## config.mk

```make
export PLATFORM = sky130hd
export DESIGN_NAME = apb_console_writer
export DESIGN_NICKNAME = d
export VERILOG_FILES = /design/src/rtl/apb_console_pkg.sv /design/src/rtl/console_fifo.sv /design/src/rtl/apb_console_writer.sv
export SDC_FILE = /design/constraint.sdc
export NUM_CORES = 1
export LEC_CHECK = 0
export BUFFER_PORTS_ARGS = -buffer_cell sky130_fd_sc_hd__buf_4
export CORE_MARGIN = 3
export CORE_UTILIZATION = 45
export DETAILED_ROUTE_END_ITERATION = 16
export PLACE_DENSITY = 0.67
export SLEW_MARGIN = 10
export SYNTH_ARGS = -nofsm -noshare
export SYNTH_HDL_FRONTEND = slang
export SYNTH_SLANG_ARGS = --single-unit
```

## constraint.sdc

```tcl
create_clock -name clk_i -period 3.35 [get_ports clk_i]
set_input_delay 1.005 -clock clk_i [delete_from_list [all_inputs] [get_ports clk_i]]
set_output_delay 1.005 -clock clk_i [all_outputs]
set_load 0.005 [all_outputs]
```

## src/rtl/apb_console_pkg.sv

```systemverilog
// Shared types and constants for the APB console writer.
// The top module reads the optional macro APB_CONSOLE_PREADY_EN to honour pready_i.
package apb_console_pkg;

  localparam int APB_AW = 32;
  localparam int APB_DW = 32;

  localparam logic [APB_AW-1:0] CONSOLE_ADDR_DEFAULT = 32'h1000_0000;

  typedef enum logic [1:0] {
    IDLE   = 2'd0,
    SETUP  = 2'd1,
    ACCESS = 2'd2
  } console_state_e;

  // The console only looks at the low byte; the upper write-data bits are zero.
  function automatic logic [APB_DW-1:0] apb_wdata(input logic [7:0] ch);
    return {{(APB_DW-8){1'b0}}, ch};
  endfunction

endpackage

```

## src/rtl/console_fifo.sv

```systemverilog
// Synchronous byte FIFO for the console writer. Pointers carry one extra bit so
// that full and empty can be told apart; DEPTH must be a power of two, >= 2.
module console_fifo #(
  parameter int DEPTH = 8
) (
  input  logic                     clk,
  input  logic                     srst,
  input  logic                     push,
  input  logic [7:0]               push_data,
  input  logic                     pop,
  output logic                     full,
  output logic                     empty,
  output logic [$clog2(DEPTH):0]   level,
  output logic [7:0]               head_data,
  output logic [7:0]               next_data
);

  localparam int PW = $clog2(DEPTH);

  logic [7:0]    mem [DEPTH];
  logic [PW:0]   wr_ptr_reg;
  logic [PW:0]   rd_ptr_reg;
  logic [PW-1:0] wr_addr;
  logic [PW-1:0] rd_addr;
  logic [PW-1:0] rd_addr_next;

  assign wr_addr      = wr_ptr_reg[PW-1:0];
  assign rd_addr      = rd_ptr_reg[PW-1:0];
  assign rd_addr_next = rd_addr + PW'(1);

  assign empty = (wr_ptr_reg == rd_ptr_reg);
  assign full  = (wr_ptr_reg[PW] != rd_ptr_reg[PW]) && (wr_addr == rd_addr);
  assign level = wr_ptr_reg - rd_ptr_reg;

  // next_data lets the master reload its write register on the same edge it pops.
  assign head_data = mem[rd_addr];
  assign next_data = mem[rd_addr_next];

  always_ff @(posedge clk) begin
    if (srst) begin
      wr_ptr_reg <= '0;
      rd_ptr_reg <= '0;
    end else begin
      if (push && !full) begin
        wr_ptr_reg <= wr_ptr_reg + (PW+1)'(1);
      end
      if (pop && !empty) begin
        rd_ptr_reg <= rd_ptr_reg + (PW+1)'(1);
      end
    end
  end

  always_ff @(posedge clk) begin
    if (push && !full) begin
      mem[wr_addr] <= push_data;
    end
  end

endmodule

```

## src/rtl/apb_console_writer.sv

```systemverilog
// Byte-stream to APB write bridge feeding the console slave, one write per byte.
// Optional macro APB_CONSOLE_PREADY_EN: ACCESS waits for pready_i; otherwise it lasts one cycle.
module apb_console_writer
  import apb_console_pkg::*;
#(
  parameter logic [APB_AW-1:0] CONSOLE_ADDR = CONSOLE_ADDR_DEFAULT,
  parameter int                FIFO_DEPTH   = 8
) (
  input  logic                          clk_i,
  input  logic                          rst_i,
  input  logic                          byte_valid_i,
  input  logic [7:0]                    byte_data_i,
  output logic                          byte_ready_o,
  output logic                          psel_o,
  output logic                          penable_o,
  output logic                          pwrite_o,
  output logic [APB_AW-1:0]             paddr_o,
  output logic [APB_DW-1:0]             pwdata_o,
  input  logic                          pready_i,
  output logic [$clog2(FIFO_DEPTH):0]   level_o,
  output logic                          busy_o
);

  localparam int LW = $clog2(FIFO_DEPTH) + 1;

  console_state_e state_reg;
  console_state_e state_next;
  logic [7:0]     wdata_reg;
  logic [7:0]     wdata_next;
  logic           busy_reg;
  logic           busy_next;

  logic           push;
  logic           pop;
  logic           complete;
  logic           fifo_full;
  logic           fifo_empty;
  logic [LW-1:0]  fifo_level;
  logic [LW-1:0]  level_after;
  logic [7:0]     head_data;
  logic [7:0]     next_data;

  // Ready depends only on the registered full flag, never on a same-cycle pop.
  assign byte_ready_o = !fifo_full && !rst_i;
  assign push         = byte_valid_i && byte_ready_o;

`ifdef APB_CONSOLE_PREADY_EN
  assign complete = (state_reg == ACCESS) && pready_i;
`else
  logic unused_pready;
  assign unused_pready = pready_i;
  assign complete      = (state_reg == ACCESS);
`endif

  assign pop = complete;

  console_fifo #(
    .DEPTH(FIFO_DEPTH)
  ) u_fifo (
    .clk       (clk_i),
    .srst      (rst_i),
    .push      (push),
    .push_data (byte_data_i),
    .pop       (pop),
    .full      (fifo_full),
    .empty     (fifo_empty),
    .level     (fifo_level),
    .head_data (head_data),
    .next_data (next_data)
  );

  always_comb begin
    state_next = state_reg;
    wdata_next = wdata_reg;
    case (state_reg)
      IDLE: begin
        if (!fifo_empty) begin
          state_next = SETUP;
          wdata_next = head_data;
        end
      end
      SETUP: begin
        state_next = ACCESS;
      end
      ACCESS: begin
        if (complete) begin
          // The completing byte is still at the head, so more than one queued means another remains.
          if (fifo_level > LW'(1)) begin
            state_next = SETUP;
            wdata_next = next_data;
          end else begin
            state_next = IDLE;
          end
        end
      end
      default: begin
        state_next = IDLE;
      end
    endcase
  end

  // Every queued byte stays in the FIFO until popped, so occupancy alone decides busy.
  assign level_after = fifo_level + LW'(push) - LW'(pop);
  assign busy_next   = (state_next != IDLE) || (level_after != '0);

  always_ff @(posedge clk_i) begin
    if (rst_i) begin
      state_reg <= IDLE;
      wdata_reg <= '0;
      busy_reg  <= 1'b0;
    end else begin
      state_reg <= state_next;
      wdata_reg <= wdata_next;
      busy_reg  <= busy_next;
    end
  end

  assign psel_o    = (state_reg != IDLE);
  assign penable_o = (state_reg == ACCESS);
  assign pwrite_o  = psel_o;
  assign paddr_o   = psel_o ? CONSOLE_ADDR : '0;
  assign pwdata_o  = psel_o ? apb_wdata(wdata_reg) : '0;
  assign level_o   = fifo_level;
  assign busy_o    = busy_reg;

endmodule

```

# Word level (Yosys, flattened, before mapping)
# Memories as Yosys holds them, arrays and structs flattened. A register that Yosys moved wholly into a read port is not among the register bits.
# Cells that the tools add are included.
[totals] ff_bits=19 mem_bits_rw=64 input_bits=12 output_inout_bits=73 word_cells=47 mem_count=1
[mem_list] memory="u_fifo.mem" depth=8 width=8 read_ports=2 rd_ports_with_merged_regs=1 write_ports=1 line_no="console_fifo.sv:20" text="logic [7:0] mem [DEPTH];"
[classes] n_addsub=6 order_cmp=1 eq_ne=7 n_mux=12 reduce_logical=15
[op_table] cell="$mux W29" count=1
[op_table] cell="$mux W8" count=3
[op_table] cell="$pmux W8 S2" count=1
[op_table] cell="$add A4 B1 Y4 const B" count=2
[op_table] cell="$mux W3" count=2
[op_table] cell="$pmux W2 S3" count=1
[op_table] cell="$reduce_bool A2 Y1" count=3
[op_table] cell="$logic_and A1 B1 Y1" count=5
[op_table] cell="$add A4 B1 Y4" count=1
[op_table] cell="$eq A4 B4 Y1" count=1
[op_table] cell="$gt A4 B1 Y1 const B" count=1
[op_table] cell="$reduce_bool A4 Y1" count=1
[op_table] cell="$sub A4 B1 Y4" count=1
[op_table] cell="$sub A4 B4 Y4" count=1
[op_table] cell="$add A3 B1 Y3 const B" count=1
[op_table] cell="$eq A3 B3 Y1" count=1
[op_table] cell="$logic_not A1 Y1" count=3
[op_table] cell="$mux W1" count=3
[op_table] cell="$reduce_and A3 Y1" count=1
[op_table] cell="$eq A2 B1 Y1 const B" count=1
[op_table] cell="$eq A2 B2 Y1 const B" count=1
[op_table] cell="$logic_not A2 Y1" count=1
[op_table] cell="$mux W2" count=1
[op_table] cell="$ne A2 B1 Y1 const B" count=1
[op_table] cell="3 further kinds" count=3

# Longest topological paths before layout
[logic_depth] ltp_word=9 ltp_mapped=12 depth_no_buf=12

# Modules after synthesis
# A second synthesis with hierarchy kept.
[unflattened] cells_unflattened=335 hier_area_um2=4798.4
[by_module_without_submodules] module="console_fifo" instances=1 cells_each=196 area_each_um2=3588.4 seq_area_each_um2=2142.1
[by_module_without_submodules] module="apb_console_writer" instances=1 cells_each=139 area_each_um2=1209.9 seq_area_each_um2=220.2

# Least setup slack after synthesis
# OpenSTA, ideal clock, no wires.
[synth_timing] path_kind="register -> register" from="register u_fifo.rd_ptr_reg[2]" to="register busy_reg (netlist: busy_o)" setup_time_ps=134 t_arrival_ps=2595 t_required_ps=3216 slack_ps=621 stages_incl_launch_ff=13 path_buffers=0 period_less_slack_ps=2729 cell_sequence="dfxtp_1 > inv_1 > ha_1 > nand3_1 > o211ai_4 > ha_1 > inv_1 > ha_1 > inv_1 > fa_1 > xor2_1 > o2111a_1 > a31oi_1"
[synth_via] elab_chain_len=9 elab_cells_between_ends=16 classes_between="add/sub (3); order compare (1); eq/ne (2); mux (3); reduce/logical (7)"
[synth_lines] item="start: declaration" line_no="console_fifo.sv:22" text="logic [PW:0] rd_ptr_reg;"
[synth_lines] item="start signal: assignment" line_no="console_fifo.sv:48" text="rd_ptr_reg <= rd_ptr_reg + (PW+1)'(1);"
[synth_lines] item="branches (longest 8 deep; another with $sub A4 B4 Y4)"
[synth_lines] item="$logic_or A1 B1 Y1 *" line_no="apb_console_writer.sv:104" text="assign busy_next = (state_next != IDLE) || (level_after != '0);"
[synth_lines] item="end signal: assignment" line_no="apb_console_writer.sv:114" text="busy_reg <= busy_next;"
[synth_lines] item="end: declaration" line_no="apb_console_writer.sv:30" text="logic busy_reg;"
# Every way passes the cells marked *.
# A chain may end at the register's enable or synchronous reset.

# Final worst setup path
[layout_timing] from="register u_fifo.wr_ptr_reg[0]" to="output level_o[1]"
[layout_via] elab_chain_len=1
[layout_lines] item="start: declaration" line_no="console_fifo.sv:21" text="logic [PW:0] wr_ptr_reg;"
[layout_lines] item="start signal: assignment" line_no="console_fifo.sv:45" text="wr_ptr_reg <= wr_ptr_reg + (PW+1)'(1);"
[layout_lines] item="$sub A4 B4 Y4" line_no="console_fifo.sv:33" text="assign level = wr_ptr_reg - rd_ptr_reg;"
[layout_lines] item="end: declaration" line_no="apb_console_writer.sv:20" text="output logic [$clog2(FIFO_DEPTH):0] level_o,"
# No other way between the ends.

==> run_results.csv <==
group,metric,value,unit
run_status,status,"complete, no violations",
grt,grt_usage,16.22,%
critical_path,crit_top_cell,"inv_1",
critical_path,worstPathMaxFanout,6,
clock_tree,cts.sinks,86,
sta,skew,0.01158,ns
hold_path,hp-class,"reg2reg",
synth,ys_warn_count,0,
cells_and_area,layout.nets,383,
synth,mappedNetlistArea,4594,um^2
clock_tree,cts_resized,0,
critical_path,cp-end-kind,"output pin",
routing,wl_per_cell,17.90,um
clock_tree,cts_hold_buffers,0,
critical_path,crit_end,"level_o[1]",
clock_tree,cts_root_buf,"clkbuf_8",
synth,avgSynthCellArea,14.27,um^2
sta,hold_viol,0,
clock_tree,numCtsBuffers,9,
floorplanning,core,9864,um^2
cells_and_area,final_cell_mix,"edfxtp_1 (64), conb_1 (55), buf_4 (42)",
floorplanning,fp.dieH,107.0,um
critical_path,arrival,2.01,ns
power,vdd_drop_max,0.2952,mV
critical_path,reg2regPathDepth,12,
clock_tree,clk_latency,0.36,ns
power,internal_power,1.600,mW
grt,grt_pass1_vias,2537,
clock_tree,clk_pin_slew,0.09,ns
sta,finalCriticalPeriod,3.016,ns
power,clockPowerShare,31.6,%
routing,viasPerCell,5.221,
place,dp_hpwl,5954,um
grt,grt_pass1_wl,13790,um
power,p_per_area,439.9,nW/um^2
sta,finalSetupViolCount,0,
grt,antenna_found_initial,0,
clock_tree,clk_path_buf_depth,2,
synth,yosys-top-cells-area,"edfxtp_1 (42%), mux4_2 (16%), dfxtp_1 (9.6%), buf_4 (9.3%), mux2i_1 (3.3%)",
sta,fin_crit_sh,90.03,%
critical_path,cp_cell_sequence,"inv_1 -> ha_1 -> fa_1 -> inv_1 -> buf_4",
synth,synth_seq_cells,86,
clock_tree,tritoncts,"done",
sta,rsz0062_at_grt,"no",
floorplanning,rows,36,
routing,drc,0,
synth,synth_top_flop_cell,"edfxtp_1",
sta,setup_tns,0,ns
power,leakage,1.770,nW
synth,synth_area_leader_cell,"edfxtp_1",
synth,async_flop_share,0,%
power,swShare,26.85,%
critical_path,worst_r2r_endpoint,"busy_o",
floorplanning,ios,85,
critical_path,max_stage_delay,0.58,ns
synth,synth_edf_count,64,
critical_path,r2r_start,"u_fifo.wr_ptr_reg[0]",
sta,worst_slew_pin_slew,1.048,ns
routing,vias,2595,
critical_path,cp-startpoint,"u_fifo.wr_ptr_reg[0]",
critical_path,r2r_slack,0.49,ns
sta,max_slew_margin,30.01,%
cells_and_area,n_fill_cell,846,
cells_and_area,antenna_cells,0,
cells_and_area,drive_above_1_share,27.20,%
grt,grt_max_degree,20,
place,gp_congestion,0.7450,
floorplanning,die-area,11460,um^2
power,pwr-share-comb,13.6,%
synth,yosysSeqAreaShare,51.42,%
power,finalPower,2.188,mW
critical_path,critical-path-slowest-cell,"fa_1",
cells_and_area,area_growth,8.252,%
place,port_buffers,28,
flow_run,max_cap_violations,0,
synth,ys_types,42,
floorplanning,die_w,107.0,um
critical_path,start_kind,"flip-flop",
sta,fmax,331.6,MHz
routing,drtIter0Drc,162,
routing,ant_nets,0,
floorplanning,start_util,46.58,%
synth,synth.top_cell.area_share,41.83,%
power,seqPwrFrac,54.8,%
grt,grt-ovfl-total,0,
routing,routed_wl,8895,um
critical_path,critical_path_required,2.34,ns
cells_and_area,largest_reg_flops,64,
synth,synthCells,322,
cells_and_area,final_common_cell,"edfxtp_1",
critical_path,worst-setup-path-type,"reg2out",
power,p_sw,0.5875,mW
clock_tree,postCtsSetupBuffers,0,
hold_path,whs_path_depth,2,
routing,dr.pass1.iters,4,
sta,slew_violations,0,
clock_tree,cts_max_level,3,
critical path: cells and delay by family, from the launching register on:
| kind | cells | cell delay [ns] |
|---|---|---|
| flops | 1 | 0.44 |
| buf+inv | 3 | 0.39 |
| fa+ha+maj | 2 | 0.80 |
power groups by stage:
| stage | Clock (mW) | Combinational, mW | Sequential [mW] |
|---|---|---|---|
| after floorplan | 0 | 0.242 | 1.22 |
| after global placement | 0 | 0.290 | 1.22 |
| after detailed placement | 0 | 0.299 | 1.22 |
| after CTS | 0.707 | 0.300 | 1.20 |
| after global routing | 0.754 | 0.336 | 1.20 |
| final | 0.690 | 0.298 | 1.20 |
how the worst min path moves through the flow:
| stage | slack [ns] | end | start |
|---|---|---|---|
| finish | 0.49 | wdata_reg[2] | wdata_reg[2] |
| global placement | 0.46 | wdata_reg[2] | wdata_reg[2] |
| floorplan | 0.44 | wdata_reg[2] | wdata_reg[2] |
| global route | 0.51 | wdata_reg[2] | wdata_reg[2] |
| detailed placement | 0.47 | wdata_reg[5] | wdata_reg[5] |
| CTS | 0.49 | wdata_reg[2] | wdata_reg[2] |
cells in the mapped netlist (all sizes together), types with 5 or more instances:
library cell  number
mux4              32
ha                10
nor2b             10
xnor2              7
nand3             11
dfxtp             22
nor2              14
nor3               6
o221ai             7
nand2              5
inv               15
mux2i             15
edfxtp            64
buf               66
area by class of cell:
type	instances	area, um^2	area share [%]
tap	133	166.4	3.346
clock buffer	9	123.9	2.491
clock inverter	7	62.56	1.258
inverter	15	56.30	1.132
sequential	86	2362	47.50
multi-input combinational	205	1887	37.94
timing repair buffer	42	315.3	6.340
through the flow:
step                      std cells  hold slack (ns)  util [%]  worst slack [ns]  cell area [um^2]
final                           497           0.4934     50.42            0.3339              4974
after floorplan                 376           0.4443         -            0.6214              4797
after detailed placement        481           0.4653     48.53            0.3394              4787
after global routing            497           0.5069     50.42            0.1883              4974
after global placement          481           0.4557     48.53            0.3940              4787
after CTS                       497           0.4935     50.42            0.3331              4974
cells by family after synthesis:
group / synth area share (%)
AO/OA/AOI/OAI: 5.583
flip-flops: 51.42
adder cells (fa/ha/maj): 3.595
other: 0.08162
XOR/XNOR: 2.587
AND/OR/NAND/NOR: 5.474
multiplexers: 19.20
buffers and inverters: 12.06
routing by layer:
layer / GRT usage [%] / vias to the layer above / share of wire, %
met4: 3.653 / 0 / 1.3
li1: - / 1173 / -
met2: 28.78 / 142 / 51
met5: 0 / - / 0
met3: 3.672 / 9 / 10
met1: 20.22 / 1271 / 37
Note: power is estimated with default switching activity, not from simulation.
